<file path="src/rtl/clock_time_ctrl.sv">
// Clock timekeeping and set-mode controller; define HOLD_REPEAT_EN for btn_inc auto-repeat.
// All outputs registered, updated on the posedge that samples tick/button edges; no backpressure.
module clock_time_ctrl #(
  parameter int H24          = 1,
  parameter int REPEAT_DELAY = 2
) (
  input  logic       clk,
  input  logic       rst_n,
  input  logic       tick,
  input  logic       btn_mode,
  input  logic       btn_inc,
  output logic [4:0] hours,
  output logic [5:0] minutes,
  output logic [5:0] seconds,
  output logic [1:0] mode,
  output logic       blink
);

  typedef enum logic [1:0] {
    RUN      = 2'd0,
    SET_HOUR = 2'd1,
    SET_MIN  = 2'd2
  } mode_t;

  localparam logic [4:0] HOUR_RST = (H24 != 0) ? 5'd0 : 5'd12;

  mode_t      state_q, state_n;
  logic [4:0] hours_q, hours_n;
  logic [5:0] minutes_q, minutes_n;
  logic [5:0] seconds_q, seconds_n;
  logic       blink_q, blink_n;
  logic       prev_mode_q, prev_inc_q;
  logic       mode_edge, inc_edge, inc_req, rep_fire;

  assign mode_edge = btn_mode & ~prev_mode_q;
  assign inc_edge  = btn_inc & ~prev_inc_q;
  assign inc_req   = inc_edge | rep_fire;

  // Out-of-range inputs (never reached) still map back into the legal range.
  function automatic logic [4:0] next_hour(input logic [4:0] h);
    if (H24 != 0) return (h >= 5'd23) ? 5'd0 : h + 5'd1;
    else          return (h >= 5'd12) ? 5'd1 : h + 5'd1;
  endfunction

  function automatic logic [5:0] next_sixty(input logic [5:0] v);
    return (v >= 6'd59) ? 6'd0 : v + 6'd1;
  endfunction

`ifdef HOLD_REPEAT_EN
  localparam int CW = (REPEAT_DELAY < 1) ? 1 : $clog2(REPEAT_DELAY + 1);
  localparam logic [CW-1:0] RD = CW'(REPEAT_DELAY);

  logic [CW-1:0] hold_cnt_q, hold_cnt_n;
  logic          hold_arm_q, hold_arm_n;

  // Only a hold that began with an edge inside the current set mode may repeat.
  always_comb begin
    hold_cnt_n = hold_cnt_q;
    hold_arm_n = hold_arm_q;
    rep_fire   = 1'b0;
    if (state_q == RUN || mode_edge) begin
      hold_cnt_n = '0;
      hold_arm_n = 1'b0;
    end else if (inc_edge) begin
      hold_cnt_n = '0;
      hold_arm_n = 1'b1;
    end else if (!btn_inc) begin
      hold_cnt_n = '0;
      hold_arm_n = 1'b0;
    end else if (tick && hold_arm_q) begin
      if (hold_cnt_q >= RD) rep_fire = 1'b1;
      else                  hold_cnt_n = hold_cnt_q + 1'b1;
    end
  end

  always_ff @(posedge clk or negedge rst_n) begin
    if (!rst_n) begin
      hold_cnt_q <= '0;
      hold_arm_q <= 1'b0;
    end else begin
      hold_cnt_q <= hold_cnt_n;
      hold_arm_q <= hold_arm_n;
    end
  end
`else
  // No auto-repeat in this build; the delay parameter has no effect.
  assign rep_fire = (REPEAT_DELAY < 0);
`endif

  always_comb begin
    state_n   = state_q;
    hours_n   = hours_q;
    minutes_n = minutes_q;
    seconds_n = seconds_q;
    blink_n   = blink_q;
    case (state_q)
      RUN: begin
        blink_n = 1'b0;
        if (tick) begin
          seconds_n = next_sixty(seconds_q);
          if (seconds_q >= 6'd59) begin
            minutes_n = next_sixty(minutes_q);
            if (minutes_q >= 6'd59) hours_n = next_hour(hours_q);
          end
        end
        if (mode_edge) state_n = SET_HOUR;
      end
      SET_HOUR: begin
        if (mode_edge) begin
          state_n = SET_MIN;
          blink_n = 1'b0;
        end else begin
          if (tick)    blink_n = ~blink_q;
          if (inc_req) hours_n = next_hour(hours_q);
        end
      end
      SET_MIN: begin
        if (mode_edge) begin
          state_n   = RUN;
          seconds_n = 6'd0;
          blink_n   = 1'b0;
        end else begin
          if (tick)    blink_n = ~blink_q;
          if (inc_req) minutes_n = next_sixty(minutes_q);
        end
      end
      default: begin
        state_n = RUN;
        blink_n = 1'b0;
      end
    endcase
  end

  always_ff @(posedge clk or negedge rst_n) begin
    if (!rst_n) begin
      state_q     <= RUN;
      hours_q     <= HOUR_RST;
      minutes_q   <= 6'd0;
      seconds_q   <= 6'd0;
      blink_q     <= 1'b0;
      prev_mode_q <= 1'b1;
      prev_inc_q  <= 1'b1;
    end else begin
      state_q     <= state_n;
      hours_q     <= hours_n;
      minutes_q   <= minutes_n;
      seconds_q   <= seconds_n;
      blink_q     <= blink_n;
      prev_mode_q <= btn_mode;
      prev_inc_q  <= btn_inc;
    end
  end

  assign hours   = hours_q;
  assign minutes = minutes_q;
  assign seconds = seconds_q;
  assign mode    = state_q;
  assign blink   = blink_q;

endmodule

</file>
<file path="config.mk">
export PLATFORM = sky130hd
export DESIGN_NAME = clock_time_ctrl
export DESIGN_NICKNAME = d
export VERILOG_FILES = /design/src/rtl/clock_time_ctrl.sv
export SDC_FILE = /design/constraint.sdc
export NUM_CORES = 1
export LEC_CHECK = 0
export CORE_ASPECT_RATIO = 0.5
export CORE_UTILIZATION = 45
export CTS_CLUSTER_DIAMETER = 120
export DETAILED_ROUTE_END_ITERATION = 16
export GPL_TIMING_DRIVEN = 0
export HOLD_SLACK_MARGIN = 0.05
export PLACE_DENSITY = 0.84
export SYNTH_ARGS = -nofsm -noshare
export SYNTH_HDL_FRONTEND = slang
export SYNTH_SLANG_ARGS = --single-unit
</file>
<file path="constraint.sdc">
create_clock -name clk -period 1.5 [get_ports clk]
set_input_delay 0.45 -clock clk [delete_from_list [all_inputs] [get_ports clk]]
set_output_delay 0.45 -clock clk [all_outputs]
set_load 0.005 [all_outputs]
</file>
==> impl_summary.md, run 1 <==
Clock network
The clock transition at the registers of the reported paths is 0.09 ns. The total clock buffers created by CTS is 3. The number of levels the H-tree was split into is 1. The maximum buffer depth of the clock tree is 2. The clock reaches the later pin of the worst-skew pair after 0.27 ns. The tree is rooted in a sky130_fd_sc_hd__clkbuf_8.

Counting every sink on the clock net gives 22. TritonCTS built the clock tree.

Timing
For this run, the top clock speed supported by timing is 560 MHz. The final cycle utilization of the critical path is 119%. The worst path in the final design needs a cycle of 1.79 ns, including I/O delays and setup.

For the pin with the worst max-slew slack, the measured transition is 1.01 ns. The setup skew after layout is 0.00706 ns. The number of pins exceeding their max-slew limit in the final report is 0. The number of endpoints with negative hold slack in the final report is 0. The worst pin sits at a relative slew slack of 32.4%. The final number of setup-violating endpoints is 19.

In the post-route analysis, the smallest setup slack over all paths is -0.285 ns. Setup repair after global routing could not meet its margin everywhere. The final setup TNS is -3.53 ns.

Global routing
The via count of the first global-routing pass is 1178. For met1 alone, demand over resource in global routing was 31.2%. The first-pass GRT wire length is 5540 µm. The initial antenna violation count is 0. The global-route congestion overflow total is 0. The maximum number of pins on one net before global-route repair is 23. The layer flagged by global routing as most heavily used is met2. In the global route stage, met3 resource usage came out at 6.77%.

Global routing consumed, over all layers together, 26.8% of the routing resources. The met2 usage is 50.0%.

Synthesis
The average footprint of a synthesized cell is 9.82 µm². Synthesis produced 124 cells. The number of nets in the synthesized netlist is 136. Yosys mapped the design onto 36 distinct sky130hd cell types. In this run, synthesis inferred 0 flip-flops with an integrated enable. Of all flip-flops after synthesis, the portion carrying an async set or reset was 100%. During synthesis, Yosys emitted a total of 0 warnings. The main flop type after synthesis is sky130_fd_sc_hd__dfrtp_1. The synthesized netlist occupies a cell area of 0.00122 mm².

The sequential-to-total area share from yosys stat is 45.4%. The synthesized design contains 22 register bits.

Critical path
The critical path is of the input pin to flop type. The endpoint of the lowest-slack register-to-register path is minutes[1]. For the worst setup path, the data arrival time is 1.93 ns. Setup slack on the worst reg-to-reg path comes out at -0.28 ns. The sort of element at the start of the critical path is an input pin.

The worst reg2reg path startpoint is seconds[1]. Of all nets on the critical path, the largest fanout is 7. STA classifies the critical path endpoint as a flop. The worst register-to-register path has a depth of 8. The critical path data required time is 1.65 ns.

Place
Prior to clock tree synthesis, the placed netlist has a worst setup slack of -0.649 ns. The placed wire-length estimate is 1880 µm. Counting tap cells, the placed design contains a total of 183 instances. Routability-driven placement finished with a final weighted congestion of 0.826. The number of port buffers is 24.

Die
The overall die area is 0.00293 mm². 25 I/O pins were placed. From bottom edge to top edge, the die measures 38.8 µm.

For this configuration, the core starts out at a cell density of 51.0%. The number of placement rows is 12. In this run the standard cell core region covers 0.00239 mm². The width of the die is 75.6 µm.

Final layout
The final instance count without filler cells is 225. The most frequent standard cell in the layout excluding fill and tap cells is sky130_fd_sc_hd__buf_4. The number of antenna diodes in the final layout is 0. The library cells used most frequently in the layout, excluding fill and tap cells, are sky130_fd_sc_hd__buf_4 (34), sky130_fd_sc_hd__dlygate4sd2_1 (19), sky130_fd_sc_hd__nand2_1 (13). Cells with a size suffix above 1 make up 52.6% of the layout. After the last flow step, the layout net total stands at 203. Relative to the synthesized area, the layout overhead comes to 72.7%. The count of filler cells inserted in the layout is 99.

Route
The wire length per cell after detailed routing is 21.4 µm. The first-pass detailed-route iteration total is 4. The detailed router placed 1397 vias in this run. The via count normalized by instance count is 6.21.

For this block, the initial DRC count from the detailed router was 107. The number of nets with antenna violations after detailed routing is 0. In the routed design, unresolved DRC markers number 0. The aggregate routed wire length is 4820 µm.

Run
Across the run, the number of max-cap violations was 0.

Power
For this design the static power due to leakage is 0.981 nW. The power per unit of standard cell area is 2200 mW/mm². The worst voltage drop across the vdd grid is 1.36 mV.

Outcome
The flow ran to the end, but the final reports show violations. The final reports fail on negative setup slack.

Worst hold path
The type of the most critical hold path is input pin to async pin.
## synthesized netlist by cell type (all sizes together), types with 2 or more instances
master / count / area (µm²)
a21oi: 10 / 53.8
a211o: 2 / 26.3
dfrtp: 20 / 500
ha: 7 / 87.6
and3: 3 / 18.8
o21ai: 15 / 75.1
nor2: 4 / 15.0
o2111a: 2 / 23.8
nor2b: 3 / 18.8
inv: 4 / 15.0
a211oi: 2 / 20.0
nand3: 6 / 30.0
dfstp: 2 / 52.6
a31oi: 2 / 12.5
nand2b: 3 / 18.8
a21o: 4 / 30.0
nor3: 2 / 10.0
or2: 4 / 27.5
nand4: 2 / 12.5
o31ai: 4 / 30.0
nand2: 15 / 56.3
## worst max-delay path by stage
stage | endpoint | startpoint | cells past startpoint | slack [ns]
floorplan | seconds[4] | seconds[1] | 5 | -0.13
global placement | seconds[5] | btn_mode | 7 | -0.58
detailed placement | seconds[4] | btn_mode | 6 | -0.65
CTS | seconds[4] | mode[1] | 6 | -0.23
global route | minutes[1] | seconds[1] | 8 | -0.30
finish | minutes[1] | btn_inc | 6 | -0.29
## metrics by stage
stage | total power [mW] | utilization [%] | cell area, µm² | hold slack (ns)
final | 4.63 | 88.1 | 2100 | 0.336
after CTS | 3.85 | 80.5 | 1920 | 0.430
after floorplan | 2.15 | - | 1290 | 0.154
after global routing | 4.85 | 88.1 | 2100 | 0.391
after detailed placement | 2.85 | 65.8 | 1570 | 0.543
after global placement | 2.77 | 65.8 | 1570 | 0.523
## layout make-up
type | instances | area [µm²] | share of cell area (%)
multi-input combinational | 97 | 897 | 42.7
tap | 35 | 43.8 | 2.08
clock buffer | 4 | 55.1 | 2.62
sequential | 22 | 563 | 26.8
timing repair buffer | 62 | 512 | 24.3
buffer | 1 | 11.3 | 0.536
inverter | 4 | 20.0 | 0.952
## flip-flops by register name (all words and copies together) (netlist names)
name / flops
mode: 2
blink: 1
seconds: 6
prev_inc_q: 1
prev_mode_q: 1
hours: 5
minutes: 6
## worst max-delay path: stages
cell,delay (ns)
sky130_fd_sc_hd__clkdlybuf4s50_1,0.61
sky130_fd_sc_hd__nand3_4,0.13
sky130_fd_sc_hd__a211o_4,0.42
sky130_fd_sc_hd__buf_4,0.16
sky130_fd_sc_hd__nand2_1,0.06
sky130_fd_sc_hd__o21ai_0,0.09
## where the power goes
| group | internal, mW | leakage, nW | switching (mW) |
|---|---|---|---|
| registers | 0.834 | 0.268 | 0.224 |
| logic | 1.52 | 0.684 | 1.61 |
| clock network | 0.235 | 0.0288 | 0.210 |
## layer usage
layer / wire length (µm) / up-vias
met1: 1960 / 700
li1: - / 585
met2: 2320 / 86
met5: 0 / -
met4: 186 / 0
met3: 354 / 26
## cells by family (layout without fill, tap and decap cells)
group / after synthesis / in the layout / share of synthesized area (%)
buffers and inverters: 5 / 71 / 1.64
AO/OA/AOI/OAI: 45 / 45 / 25.9
flip-flops: 22 / 22 / 45.4
AND/OR/NAND/NOR: 44 / 44 / 19.1
XOR/XNOR: 1 / 1 / 0.720
adder cells (fa/ha/maj): 7 / 7 / 7.19
## what timing repair did
action | in CTS | in global routing
gates resized for setup | 52 | 32
pin swaps | 6 | 11
gates cloned | 0 | 0
endpoints found under the setup margin | 37 | 30
buffers inserted | 28 | 11
hold buffers | 0 | 0
No activity file was read; power rests on OpenSTA's default activity.
==> run 2, diff against run 1 <==
- PLACE_DENSITY: 0.84 -> unset
- PLACE_DENSITY_LB_ADDON: unset -> 0.1
==> impl_summary.md, run 2 (same netlist as run 1, synthesis figures left out) <==
Die
The die covers 0.00293 mm². The number of placement rows is 12. The die is 75.6 µm wide. The die is 38.8 µm tall. The area inside the core boundary is 0.00239 mm². For this configuration, the core starts out at a cell density of 51.0%. The I/O pin count is 25.

Final layout
The post-synthesis to final-layout area growth is 70.2%. For this run, the share of the core covered by cells in the final layout is 86.8%. 0 antenna diodes ended up in the layout. Leaving out fill and tap cells, the most frequent cell in the layout is sky130_fd_sc_hd__buf_4. In the layout the commonest cells are sky130_fd_sc_hd__buf_4 (31), sky130_fd_sc_hd__dlygate4sd2_1 (20), sky130_fd_sc_hd__dfrtp_1 (14). The post-route netlist has 49.0% of its cells at a drive strength greater than 1.

For this run, the post-layout net count is 205.

Power
Power spread over the standard cell area amounts to 2160 mW/mm². The switching power of the nets is 1.90 mW. Internal power comes to 2.57 mW. Power comes to 4.48 mW. The static leakage is 0.985 nW. The combinational group share of total power is 67.0%. The share of total power in the clock network is 9.7%. The switching fraction of total power is 42.5%.

The worst-case IR drop observed on VDD is 1.35 mV. The relative contribution of sequential cells to total power is 23.3%.

Route
The aggregate routed wire length is 4560 µm. The via count normalized by instance count is 5.93. After the first detailed-routing iteration, the DRC count stood at 90. The number of vias in the routed layout is 1345. The post-route DRC violation count is 0. In the final routed layout, each cell accounts on average for 20.1 µm. The number of nets with antenna violations after detailed routing is 0. The first-pass detailed-route iteration total is 4.

Critical path
The endpoint of the lowest-slack register-to-register path is minutes[2]. The slack of the worst reg-to-reg path is -0.27 ns. The critical path is of the flop to flop type. The sort of element at the start of the critical path is a flop. Counting buffers and inverters, the worst setup path is 7 cells deep.

The worst reg2reg path startpoint is mode[1]. The timing endpoint of the critical path is minutes[2]. The slowest stage of the critical path is the sky130_fd_sc_hd__dfrtp_1 cell. The critical path starts at mode[1]. Grouping stages by cell kind, the critical path spends the most delay in compound AO/OA/AOI/OAI gates. The critical path endpoint category is a flop. At the worst endpoint, the arrival time is 1.99 ns. The depth of the worst register-to-register path is 7. The critical path data required time is 1.72 ns. The longest individual stage delay on the worst path is 0.44 ns. Of all nets on the critical path, the largest fanout is 5. Traced cell by cell, the critical path runs through inv_2, ha_4, inv_1, a21oi_4, a211o_4, nor4b_2, a21o_1. The number of buffers and inverters on the critical path is 2.

Clock network
After clock tree synthesis, the clock-pin slew on the worst setup and hold paths is 0.08 ns. Buffers inserted during clock tree synthesis total 3. The TritonCTS clock tree is yes. CTS placed an instance of sky130_fd_sc_hd__clkbuf_8 at the clock tree root.

The maximum buffer depth of the clock tree is 2. Clock latency on the worst-skew pair, taken at its later pin, is 0.27 ns. CTS saw 22 sinks. In this run the number of H-tree levels came out at 1.

Place
Input and output buffers added on the ports amount to 24. OpenSTA, run right after detailed placement, puts the worst setup slack at -0.628 ns. At the end of routability-driven placement, the weighted congestion stood at 0.789. The placed wire-length estimate is 1800 µm.

Global routing
The maximum number of pins on one net before global-route repair is 23. The first-pass GRT wire length is 5820 µm. The via count of the first global-routing pass is 1175. The initial antenna violation count is 0. The global-route usage over all layers is 28.9%.

Summed over all layers, the global routing overflow is 0.

Timing
The worst slew slack as a fraction of its limit is 32.2%. The number of endpoints with negative hold slack in the final report is 0. The fmax is 564 MHz. The worst setup margin is -0.274 ns. The setup skew after layout is 0.00633 ns. The final critical path takes up 118% of the cycle. The number of pins exceeding their max-slew limit in the final report is 0. The worst path in the final design needs a cycle of 1.77 ns, including I/O delays and setup. Setup repair after global routing could not meet its margin everywhere. The slew at the pin with the worst max-slew slack is 1.02 ns. Final hold analysis gives a worst-case slack of 0.338 ns.

The final number of setup-violating endpoints is 17.

Run
The total of max-cap violations is 0.

Worst hold path
The min-delay analysis places its worst path in the category input pin to async pin.

Outcome
The final reports fail on negative setup slack. The run finished, with violations left.
==> run 2: through the flow <==
stage	cell area, µm²	instances	setup TNS (ns)
2_1_floorplan	1290	124	-0.652
3_3_place_gp	1570	183	-11.24
3_5_place_dp	1570	183	-12.34
4_1_cts	1970	221	-1.21
5_1_grt	2070	227	-4.53
6_report	2070	227	-3.43
==> run 2: area by class of cell <==
type	count	area, µm²
inverters	4	15.0
flip-flops and latches	22	561
fillers	118	315
well taps	35	43.8
clock buffers	4	55.1
multi-input cells	97	827
plain buffers	1	11.3
repair buffers	64	559
==> run 2: repair_timing <==
item | 4_1_cts | 5_1_grt
pin swaps | 12 | 12
cloned | 0 | 0
endpoints found under the setup margin | 37 | 32
resized for setup | 55 | 20
buffers inserted | 34 | 6
hold buffers | 0 | 0
==> run 2: power groups by stage <==
| stage | Clock, mW | Combinational, mW | Sequential, mW |
|---|---|---|---|
| floorplan | 0 | 1.04 | 1.12 |
| global placement | 0 | 1.66 | 1.14 |
| detailed placement | 0 | 1.70 | 1.15 |
| CTS | 0.431 | 2.50 | 1.00 |
| global route | 0.469 | 3.19 | 1.07 |
| finish | 0.433 | 3.00 | 1.04 |
==> run 2: worst min path at each step <==
stage                     startpoint          end  slack (ns)
after global placement      hours[1]     hours[1]        0.52
after CTS                   btn_mode  prev_mode_q        0.46
final                          rst_n   minutes[0]        0.34
after detailed placement    hours[1]     hours[1]        0.53
after global routing           rst_n   seconds[1]        0.42
after floorplan                rst_n        blink        0.15
==> run 2: layer usage <==
layer	up-vias	global-route usage, %	part of all wire (%)
met5	-	0	0
met2	86	49.6	46
met4	0	11.1	3.8
met1	644	35.6	43
li1	592	-	-
met3	23	7.29	7.8
==> run 3, diff against run 2 <==
- CORE_ASPECT_RATIO: 0.5 -> unset
- CORE_UTILIZATION: 45 -> 47
- CTS_BUF_LIST: unset -> sky130_fd_sc_hd__clkbuf_8
==> impl_summary.md, run 3 (same netlist as run 1, synthesis figures left out) <==
Timing
The worst setup margin is -0.236 ns. The final setup TNS is -2.21 ns. The number of pins exceeding their max-slew limit in the final report is 0. The smallest clock period supported by the final layout is computed as 1.74 ns. Across the routed clock network, the largest skew measured is 0.00837 ns. The worst slew slack as a fraction of its limit is 32.5%. The final cycle utilization of the critical path is 116%. The fmax is 576 MHz.

For the pin with the worst max-slew slack, the measured transition is 1.01 ns. Setup repair after global routing could not meet its margin everywhere. Hold is met by 0.334 ns. The final number of setup-violating endpoints is 17.

The number of endpoints with negative hold slack in the final report came to 0.

Clock network
TritonCTS built the clock tree. The later pin in the worst-skew pair is clocked with a latency of 0.28 ns. The cell sitting at the root of the clock tree is a sky130_fd_sc_hd__clkbuf_8.

The number of levels the H-tree was split into is 1. After clock tree synthesis, the clock-pin slew on the worst setup and hold paths is 0.09 ns. The total clock buffers created by CTS is 3. The clock net in this run drives a total of 22 sinks.

The maximum buffer depth of the clock tree is 2. The count of hold-fix buffers inserted at cts is 0.

Die
The number of placement rows is 18. The width of the die is 52.9 µm. The core region is 0.00245 mm². The initial utilization of the core area, before any placement, comes to 49.6%.

The floorplan step set the die height to 52.9 µm. In this run the count of I/O pins placed on the die edge is 25. The die covers 0.00280 mm².

Route
After detailed routing, the number of vias per cell comes to 5.91. The first TritonRoute pass finished after 4 iterations. The post-route DRC violation count is 0. The aggregate routed wire length is 4020 µm. The number of vias in the routed layout is 1294. The iteration-0 DRC count of the detailed router is 21. The wire length per cell after detailed routing is 18.4 µm.

The count of nets left with antenna violations once routing finished came out at 0.

Worst hold path
The worst hold path belongs to the class input pin to async pin.

Critical path
The longest individual stage delay on the worst path is 0.43 ns. In this run the number of cells on the critical path is 6. The sort of element at the start of the critical path is a flop. The slowest cell on the critical path is sky130_fd_sc_hd__dfrtp_1. The cell class contributing the biggest share of worst-path delay is compound AO/OA/AOI/OAI gates.

The path type of the worst setup path is flop to flop. Of all nets on the critical path, the largest fanout is 5. The depth of the worst register-to-register path is 6. Walking the worst path, the cells encountered are inv_2, ha_4, and2b_4, a211o_1, or2_4, o31ai_2. The arrival time at the worst endpoint is 1.92 ns. Together, buffers and inverters on the worst path number 1. For the worst setup path, the data required time is 1.69 ns. The worst setup path is captured at a flop.

Power
The power per unit of standard cell area is 2110 mW/mm². Across the VDD grid, the largest voltage drop is 1.52 mV. The static leakage is 0.967 nW.

Outcome
The run finished, with violations left. The checks that failed: negative setup slack.

Global routing
The via count of the first global-routing pass is 1265. The first-pass GRT wire length is 5710 µm. Entering global routing, the biggest net connects 23 pins. For this run the aggregate overflow at the end of global routing stands at 0. The global-route usage over all layers is 29.0%. The initial antenna violation count is 0.

Run
Across the run, the number of max-cap violations was 0.

Final layout
The share of post-route cells with drive strength above 1 is 48.7%. At the end of the flow, the number of nets in the layout was 202. The post-synthesis to final-layout area growth is 67.3%. Once layout is complete, the utilization of the core stands at 83.0%. The final instance count without filler cells is 219. The cell area after layout is 0.00204 mm². In the layout the commonest cells are sky130_fd_sc_hd__buf_4 (31), sky130_fd_sc_hd__dlygate4sd2_1 (21), sky130_fd_sc_hd__dfrtp_1 (13). Leaving out fill and tap cells, the most frequent cell in the layout is sky130_fd_sc_hd__buf_4. The number of antenna diodes in the final layout is 0.

Place
In this run the tool buffered the top-level ports with 24 buffer cells. The number of placed instances with taps included is 178. The final RePlAce weighted congestion is 0.785.

Detailed placement ended at an HPWL of 1840 µm. The placed instance area is 0.00156 mm².
## run 3: cell types whose count changed in the layout (fill, tap and decap cells not counted), sizes merged
cell / previous run / this run
clkbuf: 6 / 4
inv: 4 / 5
buf: 41 / 38
dlygate4sd2: 20 / 21
## run 3: stage by stage
stage	setup WS, ns	power (mW)
floorplan	-0.125	2.15
global placement	-0.586	2.77
detailed placement	-0.644	2.85
CTS	-0.169	3.87
global route	-0.292	4.57
finish	-0.236	4.30
## run 3: final timing paths
path	from	end	slack, ns
max in group asynchronous	rst_n	hours[4]	0.49
min in group clk	btn_mode	prev_mode_q	0.46
min	rst_n	hours[2]	0.33
max reg2reg	mode[1]	seconds[4]	-0.24
max	mode[1]	seconds[4]	-0.24
min reg2reg	minutes[0]	minutes[0]	0.58
## run 3: layout make-up
class / instances / area (µm²)
Buffer: 1 / 11.3
Clock buffer: 3 / 41.3
Clock inverter: 1 / 3.75
Fill cell: 155 / 418
Inverter: 4 / 15.0
Multi-Input combinational cell: 97 / 837
Sequential cell: 22 / 562
Tap cell: 30 / 37.5
Timing Repair Buffer: 61 / 529
## run 3: report_power, final
part,leakage [nW],internal (mW),switching [mW]
combinational,0.671,1.48,1.42
clock,0.0269,0.184,0.211
sequential,0.269,0.830,0.181
total,0.967,2.50,1.81
## run 3: per-layer routing
| layer | vias to the layer above | part of all wire (%) | routed length [µm] | global-route usage [%] |
|---|---|---|---|---|
| li1 | 582 | - | - | - |
| met1 | 643 | 39 | 1570 | 32.3 |
| met2 | 48 | 52 | 2100 | 50.2 |
| met3 | 21 | 4.0 | 160 | 6.90 |
| met4 | 0 | 4.8 | 194 | 16.2 |
| met5 | - | 0 | 0 | 0 |
## run 3: what timing repair did
action                     CTS  global route
gates resized for setup     57            17
setup endpoints to repair   37            39
setup buffers               33             4
pin swaps                   11             4
